==> config.mk <==
export PLATFORM = sky130hd
export DESIGN_NAME = ysyx_23060201_gpr_wb_arb
export DESIGN_NICKNAME = d
export VERILOG_FILES = /design/src/rtl/ysyx_23060201_gpr_wb_arb.sv
export SDC_FILE = /design/constraint.sdc
export NUM_CORES = 1
export LEC_CHECK = 0
export CELL_PAD_IN_SITES_DETAIL_PLACEMENT = 0
export CELL_PAD_IN_SITES_GLOBAL_PLACEMENT = 1
export CORE_ASPECT_RATIO = 0.8
export CORE_MARGIN = 1.5
export CORE_UTILIZATION = 29
export DETAILED_ROUTE_END_ITERATION = 8
export PLACE_DENSITY_LB_ADDON = 0.1
export SLEW_MARGIN = 20
export SYNTH_ARGS = -nofsm -noshare
export SYNTH_HDL_FRONTEND = slang
export SYNTH_SLANG_ARGS = --single-unit
==> constraint.sdc <==
create_clock -name clk -period 3.35 [get_ports clk]
set_clock_uncertainty 0.2 [all_clocks]
set_input_delay 1.005 -clock clk [delete_from_list [all_inputs] [get_ports clk]]
set_output_delay 1.005 -clock clk [all_outputs]
set_load 0.01 [all_outputs]
==> src/rtl/ysyx_23060201_gpr_wb_arb.sv <==
// GPR writeback arbiter: round-robin EXU/LSU grant into one registered write port,
// plus a busy-bit scoreboard for issue-time hazard detection.
module ysyx_23060201_gpr_wb_arb #(
  parameter int unsigned ADDR_WIDTH = 5,
  parameter int unsigned DATA_WIDTH = 32
) (
  input  logic                       clk,
  input  logic                       rst,
  input  logic                       exu_valid,
  output logic                       exu_ready,
  input  logic [ADDR_WIDTH-1:0]      exu_rd,
  input  logic [DATA_WIDTH-1:0]      exu_data,
  input  logic                       lsu_valid,
  output logic                       lsu_ready,
  input  logic [ADDR_WIDTH-1:0]      lsu_rd,
  input  logic [DATA_WIDTH-1:0]      lsu_data,
  output logic                       gpr_wen,
  output logic [ADDR_WIDTH-1:0]      gpr_waddr,
  output logic [DATA_WIDTH-1:0]      gpr_wdata,
  input  logic                       iss_valid,
  output logic                       iss_ready,
  input  logic [ADDR_WIDTH-1:0]      iss_rd,
  input  logic [ADDR_WIDTH-1:0]      chk_rs1,
  input  logic [ADDR_WIDTH-1:0]      chk_rs2,
  output logic                       rs1_busy,
  output logic                       rs2_busy,
  output logic [(1<<ADDR_WIDTH)-1:0] busy_vec
);

  localparam int unsigned NREG = 1 << ADDR_WIDTH;

  typedef enum logic {LAST_EXU, LAST_LSU} last_t;

  last_t                 last_q, last_d;
  logic                  grant_exu, grant_lsu, wb_xfer, iss_fire;
  logic [ADDR_WIDTH-1:0] wb_rd;
  logic [DATA_WIDTH-1:0] wb_data;
  logic [NREG-1:0]       busy_q, busy_d;

  // On contention the requester that did not win last time is granted.
  always_comb begin
    grant_exu = 1'b0;
    grant_lsu = 1'b0;
    if (rst) begin
      if (exu_valid && lsu_valid) begin
        grant_exu = (last_q == LAST_LSU);
        grant_lsu = (last_q == LAST_EXU);
      end else begin
        grant_exu = exu_valid;
        grant_lsu = lsu_valid;
      end
    end
  end

  assign exu_ready = grant_exu;
  assign lsu_ready = grant_lsu;
  assign wb_xfer   = grant_exu | grant_lsu;
  assign wb_rd     = grant_lsu ? lsu_rd   : exu_rd;
  assign wb_data   = grant_lsu ? lsu_data : exu_data;

  always_comb begin
    last_d = last_q;
    if (grant_exu)      last_d = LAST_EXU;
    else if (grant_lsu) last_d = LAST_LSU;
  end

  assign iss_ready = rst && !busy_q[iss_rd];
  assign iss_fire  = iss_valid && iss_ready;

  // Clear before set so a same-index issue wins over the writeback.
  always_comb begin
    busy_d = busy_q;
    if (wb_xfer)  busy_d[wb_rd]  = 1'b0;
    if (iss_fire) busy_d[iss_rd] = 1'b1;
    busy_d[0] = 1'b0;
  end

  always_ff @(posedge clk) begin
    if (!rst) begin
      busy_q    <= '0;
      last_q    <= LAST_LSU;
      gpr_wen   <= 1'b0;
      gpr_waddr <= '0;
      gpr_wdata <= '0;
    end else begin
      busy_q  <= busy_d;
      last_q  <= last_d;
      gpr_wen <= wb_xfer && (wb_rd != '0);
      if (wb_xfer && (wb_rd != '0)) begin
        gpr_waddr <= wb_rd;
        gpr_wdata <= wb_data;
      end
    end
  end

  assign busy_vec = busy_q;

  // A write sitting in the output register is not yet in the GPR file.
  assign rs1_busy = (chk_rs1 != '0) && (busy_q[chk_rs1] || (gpr_wen && gpr_waddr == chk_rs1));
  assign rs2_busy = (chk_rs2 != '0) && (busy_q[chk_rs2] || (gpr_wen && gpr_waddr == chk_rs2));

endmodule
==> flow_metrics.tcl <==
set metrics [dict create \
    holdBufCountCts 0 \
    ios 169 \
    dp_hpwl_mm 13.21 \
    drv_slew 0 \
    required_ps 2140 \
    yosys_warnings 0 \
    netlist_instances 491 \
    synth_area_per_cell_um2 8.814 \
    arrival_ps 2430 \
    final_cell_area_um2 7012 \
    fmax_mhz 275.1 \
    r2r_end "gpr_wdata[3]$_SDFFE_PN0P_" \
    final_cell_mix "clkdlybuf4s50_1 (147), nand2_1 (108), dfxtp_1 (70)" \
    hold_depth 1 \
    drive_gt1_share_pct 20.86 \
    portBuffers 167 \
    clk_latency_ps 340 \
    grt_pass1_vias 4834 \
    cp_slowest_cell "mux4_2" \
    clock_sinks 70 \
    setup_slack_ps -285.6 \
    wl_mm 17.99 \
    ys.flop_type "dfxtp_1" \
    rsz0062_at_grt "yes" \
    period_needed_ps 3636 \
    synth_fp_nets 585 \
    synth_edf_count 0 \
    seqCellArea_um2 1401 \
    rrSetupSlack_ps 1150 \
    place_congestion 0.8929 \
    worstSetupStartpointType "primary input" \
    diodes 0 \
    multi_input_area_um2 2744 \
    numCtsBuffers 9 \
    setup_tns_ps -608.2 \
    run_status "finished, violations left" \
    overflow 0 \
    worst_pin_slew_ps 894.2 \
    die_w_um 139.6 \
    final_common_cell "clkdlybuf4s50_1" \
    power.leakage_nw 2.987 \
    crit_type "in -> out" \
    violations "DRC, setup timing" \
    cpMostUsedCell "mux4_2" \
    syn-cell-area_um2 4328 \
    ys_seq_area_share_pct 32.38 \
    h-tree-depth 3 \
    core_um2 14440 \
    ys_ff_latch 70 \
    grt_max_degree 42 \
    maxCapViolCount 0 \
    hold_class "reg -> reg" \
    drt_iter0_drc 330 \
    hold_violations 0 \
    cp_slowest_stage_delay_ps 500 \
    drc 12 \
    clockBufferDepth 2 \
    setup_viol 3 \
    timing.final.crit_share_pct 108.5 \
    crit_path_end_kind "primary output" \
    vias_per_cell 5.473 \
    dr.pass1.iters 7 \
    wire_per_inst_um 20.36 \
    hp-start "gpr_wdata[22]$_SDFFE_PN0P_" \
    synthArstFlopShare_pct 0 \
    place_area_um2 6554 \
    num_vias 4838 \
    grt_pass1_wl_mm 27.69 \
    r2r_start "last_q$_SDFFE_PN1N_" \
    cts_tree "yes" \
    relSlewSlack_pct 40.11 \
    dieArea_um2 15670 \
    p_per_area_nw_per_um2 369.0 \
    num_rows 39 \
    reg2regPathDepth 8 \
    ys_types 55 \
    holdPathEnd "gpr_wdata[22]$_SDFFE_PN0P_" \
    nets 789 \
    cts-root-buf "clkbuf_16" \
    start_util_pct 29.96 \
    cp_max_fo 5 \
    fp.dieH_um 112.3 \
    antenna_found_initial 0 \
    final.fill_count 1380 \
    area_growth_pct 62.01 \
    grt_use_total_pct 23.20 \
    final_util_pct 48.54 \
    antenna_left 0 \
    clk_pin_slew_ps 50 \
    peakVddDrop_mv 0.2443 \
    crit_path_cell_trace "buf_12 -> mux4_2 -> mux4_2 -> a211oi_2 -> buf_2" \
]
-- synth_stat cells, types with 2 or more instances --
master | n | share of area (%)
nor3_1 | 4 | 0.46
o21ai_1 | 8 | 0.93
mux4_2 | 22 | 11
a21oi_1 | 14 | 1.6
o31ai_1 | 2 | 0.35
clkbuf_1 | 26 | 2.3
and3_1 | 2 | 0.29
and2_1 | 5 | 0.72
a211oi_2 | 2 | 0.58
o311ai_1 | 10 | 2.0
o21ai_0 | 9 | 1.0
nand3b_1 | 5 | 0.87
nand2b_1 | 5 | 0.72
nor4b_1 | 4 | 0.81
o21a_1 | 3 | 0.52
a21o_1 | 2 | 0.35
nor4_1 | 8 | 1.2
buf_2 | 14 | 1.6
inv_1 | 3 | 0.26
a21boi_1 | 4 | 0.69
dfxtp_1 | 70 | 32
xor2_1 | 6 | 1.2
a31oi_1 | 3 | 0.43
nor3b_1 | 7 | 1.2
mux2_2 | 2 | 0.52
o211a_1 | 32 | 7.4
o22ai_1 | 6 | 0.87
xnor2_1 | 4 | 0.81
nand4_1 | 36 | 5.2
o311ai_0 | 13 | 2.6
nand3_1 | 3 | 0.35
nand2_1 | 108 | 9.4
a32o_1 | 4 | 0.93
nor2_1 | 11 | 0.95
buf_6 | 5 | 1.3
a211oi_1 | 3 | 0.52
mux2i_1 | 8 | 1.9
-- worst max-delay path: cells and delay by family --
| family | cells | cell delay (ps) |
|---|---|---|
| AO/OA/AOI/OAI | 1 | 190 |
| buffers and inverters | 2 | 250 |
| multiplexers | 2 | 980 |
-- report_power, final --
| group | total (mW) | internal, mW | switching (mW) |
|---|---|---|---|
| clock network | 1.10 | 0.726 | 0.377 |
| logic | 0.577 | 0.315 | 0.263 |
| registers | 0.907 | 0.876 | 0.0316 |
-- registers in the layout, indices dropped and copies added, names as in the netlist --
signal	count
busy_vec	31
gpr_waddr	5
gpr_wen	1
gpr_wdata	32
last_q	1
-- through the flow --
| stage | setup WS [ps] | std cells | power (mW) | hold slack [ps] |
|---|---|---|---|---|
| 6_report | -285.6 | 884 | 2.587 | 295.7 |
| 5_1_grt | -348.8 | 884 | 2.709 | 317.5 |
| 4_1_cts | -330.3 | 883 | 2.614 | 299.4 |
| 3_5_place_dp | -1374 | 863 | 1.488 | 285.4 |
| 3_3_place_gp | -1275 | 863 | 1.482 | 278.6 |
| 2_1_floorplan | -186.3 | 491 | 1.176 | 292.1 |
-- worst max path at each step --
stage                          from        end  cells after the start
after CTS                 iss_rd[0]  iss_ready                      5
after global placement    iss_rd[0]  iss_ready                      7
final                     iss_rd[0]  iss_ready                      5
after global routing      iss_rd[0]  iss_ready                      5
after floorplan           iss_rd[1]  iss_ready                      4
after detailed placement  iss_rd[0]  iss_ready                      7
-- final cells by class --
cell class | instances | area share, %
multi-input combinational | 370 | 39.13
tap | 184 | 3.283
sequential | 70 | 19.99
timing repair buffer | 240 | 32.55
inverter | 4 | 0.2141
clock buffer | 10 | 3.266
clock inverter | 6 | 1.570
-- per-layer routing --
metal,share of wire [%],global-route usage (%),vias to the layer above
met3,8.6,7.082,11
met4,0.87,4.632,0
met2,44,35.82,198
met5,0,0,-
li1,-,-,2284
met1,46,32.13,2345
-- repair_timing --
action	4_1_cts	5_1_grt
endpoints found under the hold margin	0	0
cloned	1	0
setup buffers	3	2
pin swaps	11	9
resized for setup	76	16
endpoints found under the setup margin	13	4
-- logic make-up (layout without fill, tap and decap cells) --
group | Yosys count | in the layout | synth area share (%)
compound gates | 119 | 119 | 21.68
xor+xnor | 10 | 10 | 2.024
buf+inv | 51 | 260 | 5.782
flops | 70 | 70 | 32.38
mux | 32 | 32 | 13.82
other cells | 1 | 1 | 0.08665
simple gates | 208 | 208 | 24.23
Note: power is estimated with default switching activity, not from simulation.
